--- config.mk ---
export PLATFORM = sky130hd
export DESIGN_NAME = deserializer
export DESIGN_NICKNAME = d
export VERILOG_FILES = /design/src/rtl/deserializer.sv
export SDC_FILE = /design/constraint.sdc
export NUM_CORES = 1
export LEC_CHECK = 0
export BUFFER_PORTS_ARGS = -buffer_cell sky130_fd_sc_hd__buf_2
export CAP_MARGIN = 5
export CORE_MARGIN = 2
export CORE_UTILIZATION = 53
export DETAILED_ROUTE_END_ITERATION = 8
export GPL_TIMING_DRIVEN = 1
export PLACE_DENSITY = 0.81
export REMOVE_ABC_BUFFERS = 1
export SLEW_MARGIN = 20
export SYNTH_ARGS = -nofsm -noshare
export SYNTH_HDL_FRONTEND = slang
export SYNTH_SLANG_ARGS = --single-unit
--- constraint.sdc ---
create_clock -name clk -period 2.4 [get_ports clk]
set_input_delay 0.48 -clock clk [delete_from_list [all_inputs] [get_ports clk]]
set_output_delay 0.48 -clock clk [all_outputs]
set_load 0.03 [all_outputs]
--- src/rtl/deserializer.sv ---
// Serial-to-parallel converter: packs COUNT WIDTH-bit words into one output word under valid/ready.
// Define DESER_FLUSH_EN to add in_last/out_count for early-closed (short) groups.
module deserializer #(
  parameter int WIDTH = 32,
  parameter int COUNT = 4
) (
  input  logic                   clk,
  input  logic                   reset,
  input  logic                   in_valid,
  output logic                   in_ready,
  input  logic [WIDTH-1:0]       in,
  output logic                   out_valid,
  input  logic                   out_ready,
  output logic [WIDTH*COUNT-1:0] out
`ifdef DESER_FLUSH_EN
  ,
  input  logic                   in_last,
  output logic [$clog2(COUNT+1)-1:0] out_count
`endif
);

  localparam int CNT_W = $clog2(COUNT);
  localparam int OC_W  = $clog2(COUNT + 1);
  localparam logic [CNT_W-1:0] LAST_IDX = CNT_W'(COUNT - 1);

  typedef enum logic {FILL, FULL} state_t;

  state_t                 state, next_state;
  logic [CNT_W-1:0]       cnt, next_cnt;
  logic [CNT_W-1:0]       slot;
  logic [WIDTH*COUNT-1:0] data, next_data;
  logic                   accept, close;
`ifdef DESER_FLUSH_EN
  logic [OC_W-1:0]        fill, next_fill;
`endif

  always_ff @(posedge clk) begin
    if (reset) begin
      state <= FILL;
      cnt   <= '0;
      data  <= '0;
`ifdef DESER_FLUSH_EN
      fill  <= '0;
`endif
    end else begin
      state <= next_state;
      cnt   <= next_cnt;
      data  <= next_data;
`ifdef DESER_FLUSH_EN
      fill  <= next_fill;
`endif
    end
  end

  // A word accepted while FULL is necessarily paired with a drain and opens the next group at slot 0.
  always_comb begin
    next_state = state;
    next_cnt   = cnt;
    next_data  = data;
`ifdef DESER_FLUSH_EN
    next_fill  = fill;
`endif
    accept = in_valid && in_ready;
    slot   = (state == FULL) ? '0 : cnt;
`ifdef DESER_FLUSH_EN
    close  = (slot == LAST_IDX) || in_last;
`else
    close  = (slot == LAST_IDX);
`endif

    if (state == FULL && out_ready) begin
      next_state = FILL;
      next_cnt   = '0;
    end

    if (accept) begin
      if (slot == '0) next_data = '0;
      next_data[slot*WIDTH +: WIDTH] = in;
      if (close) begin
        next_state = FULL;
        next_cnt   = '0;
`ifdef DESER_FLUSH_EN
        next_fill  = OC_W'(slot) + OC_W'(1);
`endif
      end else begin
        next_state = FILL;
        next_cnt   = slot + 1'b1;
      end
    end
  end

  // in_ready depends only on state and out_ready, so a stalled consumer blocks input the same cycle.
  always_comb begin
    in_ready  = !reset && ((state == FILL) || out_ready);
    out_valid = (state == FULL);
    out       = data;
`ifdef DESER_FLUSH_EN
    out_count = fill;
`endif
  end

endmodule

==> results of run 1 <==
==> worst min-delay path by stage <==
stage                                  to  slack [ns]  cells past startpoint            startpoint
finish              out[120]$_SDFFE_PP0P_        0.34                      3                in[24]
global placement     out[50]$_SDFFE_PP0P_        0.46                      2  out[50]$_SDFFE_PP0P_
global route        out[124]$_SDFFE_PP0P_        0.35                      3                in[28]
detailed placement   out[34]$_SDFFE_PP0P_        0.46                      2  out[34]$_SDFFE_PP0P_
floorplan             cnt[1]$_SDFFE_PP0P_        0.46                      2   cnt[1]$_SDFFE_PP0P_
CTS                  out[28]$_SDFFE_PP0P_        0.33                      3                in[28]
==> report_power, final <==
group,internal (mW),switching (mW),total (mW)
sequential,2.21,0.0227,2.23
combinational,0.224,0.393,0.617
clock,1.92,0.942,2.87
==> cell type report <==
| type | count | area share [%] |
|---|---|---|
| flip-flops and latches | 131 | 34.3 |
| inverters | 2 | 0.0982 |
| clock inverters | 9 | 2.29 |
| well taps | 143 | 2.34 |
| repair buffers | 189 | 13.7 |
| multi-input cells | 434 | 41.0 |
| clock buffers | 23 | 6.25 |
==> synthesized netlist by cell type, types with 2 or more instances <==
| library cell | instances |
|---|---|
| a21oi_1 | 2 |
| and3b_1 | 2 |
| buf_2 | 9 |
| buf_4 | 8 |
| buf_6 | 8 |
| clkbuf_1 | 38 |
| clkbuf_2 | 4 |
| dfxtp_1 | 131 |
| ha_1 | 6 |
| mux2i_1 | 99 |
| nand2_1 | 3 |
| nand2b_1 | 131 |
| nand3_1 | 82 |
| nand4b_1 | 15 |
| nor2_1 | 4 |
| nor2b_1 | 19 |
| nor3b_2 | 2 |
| o2111ai_1 | 30 |
| o21a_1 | 2 |
| o21ai_0 | 31 |
==> registers in the layout, indices dropped and copies added (netlist names) <==
signal     flops
cnt            2
out_valid      1
out          128
==> cells by family (layout without fill, tap and decap cells) <==
logic type | count (synthesis) | count (layout) | share of synthesized area, %
flip-flops | 131 | 131 | 42.9
multiplexers | 99 | 99 | 16.2
AND/OR/NAND/NOR | 262 | 262 | 25.8
adder cells (fa/ha/maj) | 6 | 6 | 1.23
AO/OA/AOI/OAI | 67 | 67 | 7.51
buffers and inverters | 71 | 223 | 6.36
==> metal layers <==
layer | part of all wire (%) | up-vias | global-route usage [%]
li1 | - | 2494 | -
met1 | 43 | 2599 | 34.8
met2 | 48 | 228 | 43.3
met3 | 6.9 | 28 | 6.97
met4 | 2.0 | 0 | 9.38
met5 | 0 | - | 0
==> stage by stage <==
step,instance area (µm²),total power [mW],setup slack (ns),setup TNS (ns),utilization (%)
floorplan,5740,2.63,-1.08,-99.59,-
global placement,6990,2.87,0.363,0,61.8
detailed placement,6990,2.89,0.295,0,61.8
CTS,7640,5.74,0.271,0,67.5
global route,7640,5.88,0.147,0,67.5
finish,7640,5.72,0.300,0,67.5
==> worst max-delay path, cell delays in order, from the launching register on <==
cell	delay, ns
dfxtp_1	0.32
nand2b_1	0.21
ha_1	0.49
nand3b_1	0.52
buf_12	0.32
mux2i_1	0.13
==> metrics.md, run 1 <==
| Metric | Value |
|---|---|
| Clock tree skew after final layout | `0.00856 ns` |
| Top-Level Pins | `166` |
| Sequential element share of the synthesized area | `around 43%` |
| Pre-antenna DRT Iters | `6` |
| Most frequently used flop master after synthesis | `dfxtp_1` |
| Worst endpoint data arrival time | `2.40 ns` |
| Initial core utilization | `54.0%` |
| Number of post-CTS setup repair buffers | `0` |
| Total placed cells including tap cells | `899` |
| Pleak | `3.41 nW` |
| 1st-iter DRT viols | `~470` |
| Count of H-tree levels built during CTS | `4` |
| Mean instance size in the synthesized netlist | `9.62 µm²` |
| Worst-path clk slew | `0.06 ns` |
| Remaining number of nets flagged by the antenna check after routing | `0` |
| Largest net degree at the start of global routing | `165` |
| Fmax | `476 MHz` |
| Startpoint of the most critical setup path | `out_valid$_SDFFE_PP0P_` |
| Number of nets in the final layout | `817` |
| Result of the run | `complete, no violations` |
| Required time reported for the critical path endpoint | `2.70 ns` |
| Height of the chip | `111 µm` |
| Post-synthesis register bit count | `131` |
| Slew Limit Headroom | `about 62%` |
| Largest driver fanout on the critical path | `13` |
| Clock latency at the later pin of the worst-skew pair | `0.41 ns` |
| Syn Inst Count | `636` |
| Buffers added on ports | `~170` |
| Syn Std Cell Area | `0.00612 mm²` |
| Setup repair after global routing missed its margin | `false` |
| Most used cells in the layout excluding fill and tap cells | `buf_2, dfxtp_1, nand2b_1, mux2i_1, nand3_1` |
| Final hold violation count | `0` |
| Destination of the critical timing path | `out[99]$_SDFFE_PP0P_` |
| Most common library cell in the layout ignoring fill and taps | `buf_2` |
| Reg2reg setup slack | `between 0.3 and 0.4 ns` |
| Post-layout min period | `around 2.1 ns` |
| Critical Setup Path Class | `reg2reg` |
| FF+latch area | `about 0.0026 mm²` |
| Critical Path Start Type | `flip-flop` |
| Total of cells resized after clock tree synthesis | `0` |
| Crit. End Element | `flip-flop` |
| Largest area contributor in the netlist | `dfxtp_1` |
| Number of vias after detailed routing | `5349` |
| Max Slew Vio Count | `0` |
| Maximum count of clock buffers along a single path | `2` |
| Vias per std cell | `5.75` |
| Layout Cells excl Fill | `slightly above 900` |
| Largest vdd supply drop | `0.471 mV` |
| Combined area of the multi-input logic cells | `0.00314 mm²` |
| Fin crit share | `just under 90%` |
| Worst Hold Margin | `0.339 ns` |
| Root buffer cell | `clkbuf_16` |
| Relative area change from synthesis to final layout | `25.0%` |
| Num Clock Sinks | `131` |
| Chip width | `111 µm` |
| Die ar. | `0.0124 mm²` |
| Count of hold buffers inserted by post-cts repair | `0` |
| Worst reg-to-reg path cell count | `5` |
| Filler Cells Inserted | `878` |
| GRT Overall Usage | `roughly a quarter` |
| TritonCTS clock tree | `built` |
| Inserted Diodes | `0` |
| Share of the synthesized area in the top cell type | `42.9%` |
| Detailed-route DRC error count | `0` |
| Row cnt | `39` |
| Worst r2r dst | `out[99]$_SDFFE_PP0P_` |
| Final RePlAce weighted congestion | `0.814` |
| Max-cap violations | `0` |
| Number of global-route vias before repair | `5158` |
| Total gr overflow | `0` |
| Total wirelength of the detailed-routed design | `16800 µm` |
| Total half-perimeter wirelength after legalization and detailed placement | `10700 µm` |
| Min-Delay Path Class | `in2reg` |
| Slew of the pin with the lowest slew margin | `0.569 ns` |
| FFs w/ async S/R, synth | `0%` |
| Reg2Reg Launch Point | `out_valid$_SDFFE_PP0P_` |
| Cell types with the largest area share after synthesis | `dfxtp_1, mux2i_1, nand2b_1` |
| Power density over the cells | `around 750 mW/mm²` |
| First-pass GRT wire length | `26800 µm` |
| Ratio of cells with drive above 1 in the final layout | `28.7%` |
| Antenna violations before repair | `0` |
| Synthesis warning total | `0` |
| Area of the core | `0.0113 mm²` |
| Post-synth EDFFs | `0` |
| TritonCTS Buffers | `17` |
| Final setup violation count | `0` |
| Number of library cell types mapped by synthesis | `30` |
| Routed length per instance | `roughly 18 µm` |
Power figures use the tool's default switching activity.
==> inputs of run 2 (changes only) <==
RECOVER_POWER = 100   (was default)
==> metrics.md, run 2 (synthesized netlist as in run 1, its figures left out) <==
| Metric | Value |
|---|---|
| Result of the run | `complete, no violations (unchanged)` |
| Remaining number of nets flagged by the antenna check after routing | `0 (unchanged)` |
| Slew Limit Headroom | `48.9% (was 62.1%)` |
| TritonCTS clock tree | `built (unchanged)` |
| Routed length per instance | `18.2 µm (was 18.0 µm)` |
| Worst r2r dst | `out[36]$_SDFFE_PP0P_ (was out[99]$_SDFFE_PP0P_)` |
| Post-layout min period | `2.16 ns (was 2.10 ns)` |
| Antenna violations before repair | `0 (unchanged)` |
| Critical Path Start Type | `flip-flop (unchanged)` |
| Slew of the pin with the lowest slew margin | `0.766 ns (was 0.569 ns)` |
| Final hold violation count | `0 (unchanged)` |
| Clock tree skew after final layout | `0.00898 ns (was 0.00856 ns)` |
| Count of hold buffers inserted by post-cts repair | `0 (unchanged)` |
| Total half-perimeter wirelength after legalization and detailed placement | `10700 µm (unchanged)` |
| Most used cells in the layout excluding fill and tap cells | `clkbuf_1, dfxtp_1, nand2b_1, mux2i_1, nand3_1 (was buf_2, dfxtp_1, nand2b_1, mux2i_1, nand3_1)` |
| 1st-iter DRT viols | `464 (was 474)` |
| Hold Path End | `out[28]$_SDFFE_PP0P_ (was out[120]$_SDFFE_PP0P_)` |
| Max-cap violations | `0 (unchanged)` |
| Inserted Diodes | `0 (unchanged)` |
| Uppermost metal layer occupied by signal nets | `met4 (unchanged)` |
| Number of nets in the final layout | `817 (unchanged)` |
| Area of the core | `0.0113 mm² (unchanged)` |
| Required time reported for the critical path endpoint | `2.73 ns (was 2.70 ns)` |
| Reg2reg setup slack | `0.24 ns (was 0.30 ns)` |
| Total gr overflow | `0 (unchanged)` |
| Buffers added on ports | `165 (unchanged)` |
| Number of global-route vias before repair | `5158 (unchanged)` |
| Crit. End Element | `flip-flop (unchanged)` |
| Num Clock Sinks | `131 (unchanged)` |
| Cell chain of the critical path | `nand2b_2 -> buf_4 -> ha_1 -> and3b_1 -> clkbuf_2 -> nand3_1 -> mux2i_1 (was nand2b_1 -> ha_1 -> nand3b_1 -> buf_12 -> mux2i_1)` |
| Number of post-CTS setup repair buffers | `0 (unchanged)` |
| Worst reg-to-reg path cell count | `7 (was 5)` |
| TritonCTS Buffers | `17 (unchanged)` |
| Reg2Reg Launch Point | `cnt[0]$_SDFFE_PP0P_ (was out_valid$_SDFFE_PP0P_)` |
| Max Slew Vio Count | `0 (unchanged)` |
| Count of H-tree levels built during CTS | `4 (unchanged)` |
| Detailed-route DRC error count | `0 (unchanged)` |
| Largest driver fanout on the critical path | `35 (was 13)` |
| Largest vdd supply drop | `0.471 mV (about the same)` |
| Maximum count of clock buffers along a single path | `2 (unchanged)` |
| First-pass GRT wire length | `26800 µm (unchanged)` |
| Buffering stage count on the worst path with inverters included | `2 (was 1)` |
| Total of cells resized after clock tree synthesis | `0 (unchanged)` |
| Height of the chip | `111 µm (unchanged)` |
| Number of vias after detailed routing | `5360 (was 5349)` |
| Largest net degree at the start of global routing | `165 (unchanged)` |
| Root buffer cell | `clkbuf_16 (unchanged)` |
| Setup repair after global routing missed its margin | `false (unchanged)` |
| Row cnt | `39 (unchanged)` |
| Final setup violation count | `0 (unchanged)` |
| Maximum cell stage delay along the critical path | `0.43 ns (was 0.52 ns)` |
| Fin crit share | `89.8% (was 87.5%)` |
| Met2 layer wire length in the routed design | `7940 µm (was 7980 µm)` |
| Power density over the cells | `765 mW/mm² (was 748 mW/mm²)` |
| Worst-path clk slew | `0.06 ns (about the same)` |
| Highest-delay cell along the critical path | `dfxtp_1 (was nand3b_1)` |
| Final RePlAce weighted congestion | `0.814 (unchanged)` |
| Max reg flops | `128 (unchanged)` |
| Die ar. | `0.0124 mm² (unchanged)` |
| Met3 routed WL | `1110 µm (was 1160 µm)` |
| Pleak | `2.83 nW (was 3.41 nW)` |
| Top-Level Pins | `166 (unchanged)` |
| Critical Setup Path Class | `reg2reg (unchanged)` |
| GRT Overall Usage | `26.7% (unchanged)` |
| Metal1 wirelength | `7520 µm (was 7270 µm)` |
| Setup slack of the critical path after layout | `0.245 ns (was 0.300 ns)` |
| Worst endpoint data arrival time | `2.49 ns (was 2.40 ns)` |
| Pre-antenna DRT Iters | `5 (was 6)` |
| Total wirelength of the detailed-routed design | `16900 µm (was 16800 µm)` |
| Most common library cell in the layout ignoring fill and taps | `clkbuf_1 (was buf_2)` |
| Hold depth | `3 (unchanged)` |
| Vias per std cell | `5.76 (was 5.75)` |
| Ratio of cells with drive above 1 in the final layout | `11.9% (was 28.7%)` |
| Initial core utilization | `54.0% (unchanged)` |
| Startpoint of the tightest hold check path | `in[28] (was in[24])` |
| Fmax | `464 MHz (was 476 MHz)` |
| Clock latency at the later pin of the worst-skew pair | `0.41 ns (about the same)` |
| Largest delay contributor family on the critical path | `buffers and inverters (was simple AND/OR/NAND/NOR gates)` |
| Min-Delay Path Class | `in2reg (unchanged)` |
| Total power | `5.71 mW (was 5.72 mW)` |
| Relative area change from synthesis to final layout | `21.9% (was 25.0%)` |
| Chip width | `111 µm (unchanged)` |
| Worst setup timing slack at the placement stage | `0.295 ns (unchanged)` |
==> run 2: per-stage QoR <==
step                hold WS (ns)  cells  setup TNS (ns)  utilization (%)  instance area (µm²)
floorplan                  0.457    567          -99.59                -                 5740
global placement           0.455    899               0             61.8                 6990
detailed placement         0.461    899               0             61.8                 6990
CTS                        0.325    931               0             67.5                 7640
global route               0.352    931               0             65.9                 7460
finish                     0.341    931               0             65.9                 7460
==> run 2: layer usage <==
| layer | global-route usage (%) | up-vias |
|---|---|---|
| li1 | - | 2495 |
| met1 | 34.8 | 2609 |
| met2 | 43.3 | 225 |
| met3 | 6.97 | 31 |
| met4 | 9.38 | 0 |
| met5 | 0 | - |
==> run 2: layout make-up <==
class	count	area, µm²
fill	956	3860
multi-input combinational	434	3130
sequential	131	2620
timing repair buffer	189	872
clock buffer	23	478
tap	143	179
clock inverter	9	175
inverter	2	7.51
==> run 2: worst min-delay path: cells and delay by family <==
| family | cells | cell delay, ns |
|---|---|---|
| buffers and inverters | 1 | 0.11 |
| and+or+nand+nor | 1 | 0.06 |
| muxes | 1 | 0.05 |
==> run 2: how the worst max path moves through the flow <==
stage / to / startpoint / cells after the start
after global placement: out[104]$_SDFFE_PP0P_ / out_valid$_SDFFE_PP0P_ / 5
after CTS: out[126]$_SDFFE_PP0P_ / out_valid$_SDFFE_PP0P_ / 5
after floorplan: out[104]$_SDFFE_PP0P_ / out_valid$_SDFFE_PP0P_ / 6
after global routing: out[97]$_SDFFE_PP0P_ / cnt[0]$_SDFFE_PP0P_ / 7
after detailed placement: out[98]$_SDFFE_PP0P_ / out_valid$_SDFFE_PP0P_ / 5
final: out[36]$_SDFFE_PP0P_ / cnt[0]$_SDFFE_PP0P_ / 7
==> run 2: report_power, final <==
part | internal (mW) | leakage, nW | switching (mW)
clock | 1.92 | 0.313 | 0.947
combinational | 0.213 | 1.46 | 0.393
sequential | 2.21 | 1.06 | 0.0243
total | 4.35 | 2.83 | 1.36
==> inputs of run 3 (changes only) <==
CORE_MARGIN = 5   (was 2)
==> metrics.md, run 3 (synthesized netlist as in run 1, its figures left out) <==
| Metric | Value |
|---|---|
| Core occupancy in the finished layout | `65.3% (was 65.9%)` |
| Result of the run | `complete, no violations (unchanged)` |
| Final hold violation count | `0 (unchanged)` |
| Buffering stage count on the worst path with inverters included | `3 (was 2)` |
| Row cnt | `39 (unchanged)` |
| TritonCTS Buffers | `17 (unchanged)` |
| Critical Path Start Type | `flip-flop (unchanged)` |
| Maximum count of clock buffers along a single path | `2 (unchanged)` |
| Crit. End Element | `flip-flop (unchanged)` |
| Layout Cells excl Fill | `937 (was 931)` |
| Power density over the cells | `734 mW/mm² (was 765 mW/mm²)` |
| Critical Setup Path Class | `reg2reg (unchanged)` |
| Ratio of cells with drive above 1 in the final layout | `12.7% (was 11.9%)` |
| Worst setup timing slack at the placement stage | `0.149 ns (was 0.295 ns)` |
| Clock tree skew after final layout | `0.00793 ns (was 0.00898 ns)` |
| Number of nets in the final layout | `823 (was 817)` |
| Most used cell, CP | `buf_4` |
| Reg2Reg Launch Point | `out_valid$_SDFFE_PP0P_ (was cnt[0]$_SDFFE_PP0P_)` |
| Worst reg-to-reg path cell count | `8 (was 7)` |
| Antenna violations before repair | `0 (unchanged)` |
| Max-cap violations | `0 (unchanged)` |
| Num Clock Sinks | `131 (unchanged)` |
| Vias per std cell | `5.58 (was 5.76)` |
| Count of H-tree levels built during CTS | `4 (unchanged)` |
| Fin crit share | `92.6% (was 89.8%)` |
| Startpoint of the most critical setup path | `out_valid$_SDFFE_PP0P_ (was cnt[0]$_SDFFE_PP0P_)` |
| Fmax | `450 MHz (was 464 MHz)` |
| Pre-antenna DRT Iters | `5 (unchanged)` |
| Worst-path clk slew | `0.06 ns (about the same)` |
| Filler Cells Inserted | `975 (was 956)` |
| Number of vias after detailed routing | `5231 (was 5360)` |
| 1st-iter DRT viols | `449 (was 464)` |
| Most common library cell in the layout ignoring fill and taps | `clkbuf_1 (unchanged)` |
| Maximum cell stage delay along the critical path | `0.36 ns (was 0.43 ns)` |
| Post-layout min period | `2.22 ns (was 2.16 ns)` |
| Relative area change from synthesis to final layout | `21.4% (was 21.9%)` |
| Worst r2r dst | `out[125]$_SDFFE_PP0P_ (was out[36]$_SDFFE_PP0P_)` |
| Largest driver fanout on the critical path | `25 (was 35)` |
| Pleak | `2.81 nW (was 2.83 nW)` |
| Final RePlAce weighted congestion | `0.815 (was 0.814)` |
| Remaining number of nets flagged by the antenna check after routing | `0 (unchanged)` |
| Max Slew Vio Count | `0 (unchanged)` |
| Root buffer cell | `clkbuf_16 (unchanged)` |
| Setup slack of the critical path after layout | `0.177 ns (was 0.245 ns)` |
| Worst endpoint data arrival time | `2.54 ns (was 2.49 ns)` |
| Final setup violation count | `0 (unchanged)` |
| Max reg flops | `128 (unchanged)` |
| Total wirelength of the detailed-routed design | `17200 µm (was 16900 µm)` |
| Required time reported for the critical path endpoint | `2.72 ns (was 2.73 ns)` |
| Buffers added on ports | `165 (unchanged)` |
| Total placed cells including tap cells | `905 (was 899)` |
| First-pass GRT wire length | `28400 µm (was 26800 µm)` |
| Routed length per instance | `18.4 µm (was 18.2 µm)` |
| Clock latency at the later pin of the worst-skew pair | `0.41 ns (about the same)` |
| Most used cells in the layout excluding fill and tap cells | `clkbuf_1, dfxtp_1, nand2b_1, mux2i_1, nand3_1 (unchanged)` |
| Min-Delay Path Class | `in2reg (unchanged)` |
| Largest delay contributor family on the critical path | `buffers and inverters (unchanged)` |
| Height of the chip | `117 µm (was 111 µm)` |
| Levels on crit path | `8 (was 7)` |
| Slew Limit Headroom | `44.6% (was 48.9%)` |
| Total half-perimeter wirelength after legalization and detailed placement | `11300 µm (was 10700 µm)` |
| Die ar. | `0.0138 mm² (was 0.0124 mm²)` |
| Top-Level Pins | `166 (unchanged)` |
| Largest net degree at the start of global routing | `114 (was 165)` |
| Reg2reg setup slack | `0.18 ns (was 0.24 ns)` |
| Chip width | `117 µm (was 111 µm)` |
| Initial core utilization | `53.8% (was 54.0%)` |
| Area of the core | `0.0114 mm² (was 0.0113 mm²)` |
| Largest vdd supply drop | `0.385 mV (was 0.471 mV)` |
| Highest-delay cell along the critical path | `buf_4 (was dfxtp_1)` |
| Slew of the pin with the lowest slew margin | `0.831 ns (was 0.766 ns)` |
| Total gr overflow | `0 (unchanged)` |
| Number of global-route vias before repair | `5370 (was 5158)` |
| TritonCTS clock tree | `built (unchanged)` |
| Detailed-route DRC error count | `0 (unchanged)` |
| GRT Overall Usage | `24.9% (was 26.7%)` |
| Inserted Diodes | `0 (unchanged)` |
| Setup repair after global routing missed its margin | `false (unchanged)` |
| Cell chain of the critical path | `nand2b_2 -> buf_4 -> inv_2 -> ha_1 -> nor3b_4 -> buf_4 -> nand3_1 -> mux2i_1 (was nand2b_2 -> buf_4 -> ha_1 -> and3b_1 -> clkbuf_2 -> nand3_1 -> mux2i_1)` |
| Destination of the critical timing path | `out[125]$_SDFFE_PP0P_ (was out[36]$_SDFFE_PP0P_)` |
[run 3: cell types whose count changed in the layout (fill, tap and decap cells not counted), moves of 2 or more]
cell	change
buf_4	+8
buf_12	-3
clkinvlp_4	+3
bufinv_16	-2
clkbuf_2	-2
clkbuf_4	+2
clkbuf_8	-2
clkinv_4	+2
[run 3: stage by stage]
step / power [mW] / instance area, µm² / TNS, ns / hold WS [ns]
2_1_floorplan: 2.63 / 5740 / -99.59 / 0.457
3_3_place_gp: 2.87 / 6990 / 0 / 0.455
3_5_place_dp: 2.89 / 6990 / 0 / 0.461
4_1_cts: 5.49 / 7600 / 0 / 0.343
5_1_grt: 5.63 / 7430 / 0 / 0.360
6_report: 5.46 / 7430 / 0 / 0.352
[run 3: metal layers]
metal	wire [µm]	part of all wire [%]	track usage, %	vias to the layer above
met3	1060	6.2	6.26	14
met2	8190	47	39.9	193
li1	-	-	-	2506
met4	157	0.91	7.90	0
met1	7830	45	33.0	2518
met5	0	0	0	-
[run 3: report_power, final]
group / switching, mW / internal (mW)
logic: 0.396 / 0.207
clock network: 0.963 / 1.66
registers: 0.0219 / 2.21
total: 1.38 / 4.07
[run 3: final cells by class]
cell class | count | area (µm²) | area share, %
clock inverter | 13 | 160 | 2.16
tap | 143 | 179 | 2.41
sequential | 131 | 2620 | 35.3
timing repair buffer | 195 | 880 | 11.8
inverter | 2 | 7.51 | 0.101
multi-input combinational | 434 | 3140 | 42.2
clock buffer | 19 | 443 | 5.96
[run 3: worst min path at each step]
stage / start / slack (ns) / cells past startpoint / end
finish: in[28] / 0.35 / 3 / out[124]$_SDFFE_PP0P_
global route: in[29] / 0.36 / 3 / out[29]$_SDFFE_PP0P_
floorplan: cnt[1]$_SDFFE_PP0P_ / 0.46 / 2 / cnt[1]$_SDFFE_PP0P_
detailed placement: out[46]$_SDFFE_PP0P_ / 0.46 / 2 / out[46]$_SDFFE_PP0P_
CTS: in[28] / 0.34 / 3 / out[124]$_SDFFE_PP0P_
global placement: out[53]$_SDFFE_PP0P_ / 0.45 / 2 / out[53]$_SDFFE_PP0P_
[run 3: tightest hold or removal path, stage by stage]
cell	delay (ns)
buf_2	0.12
nand3_1	0.06
mux2i_1	0.06
[run 3: repair_timing]
action,in CTS,in global routing
hold buffers,0,0
endpoints found under the setup margin,0,1
gates resized for setup,0,1
buffers inserted,0,0
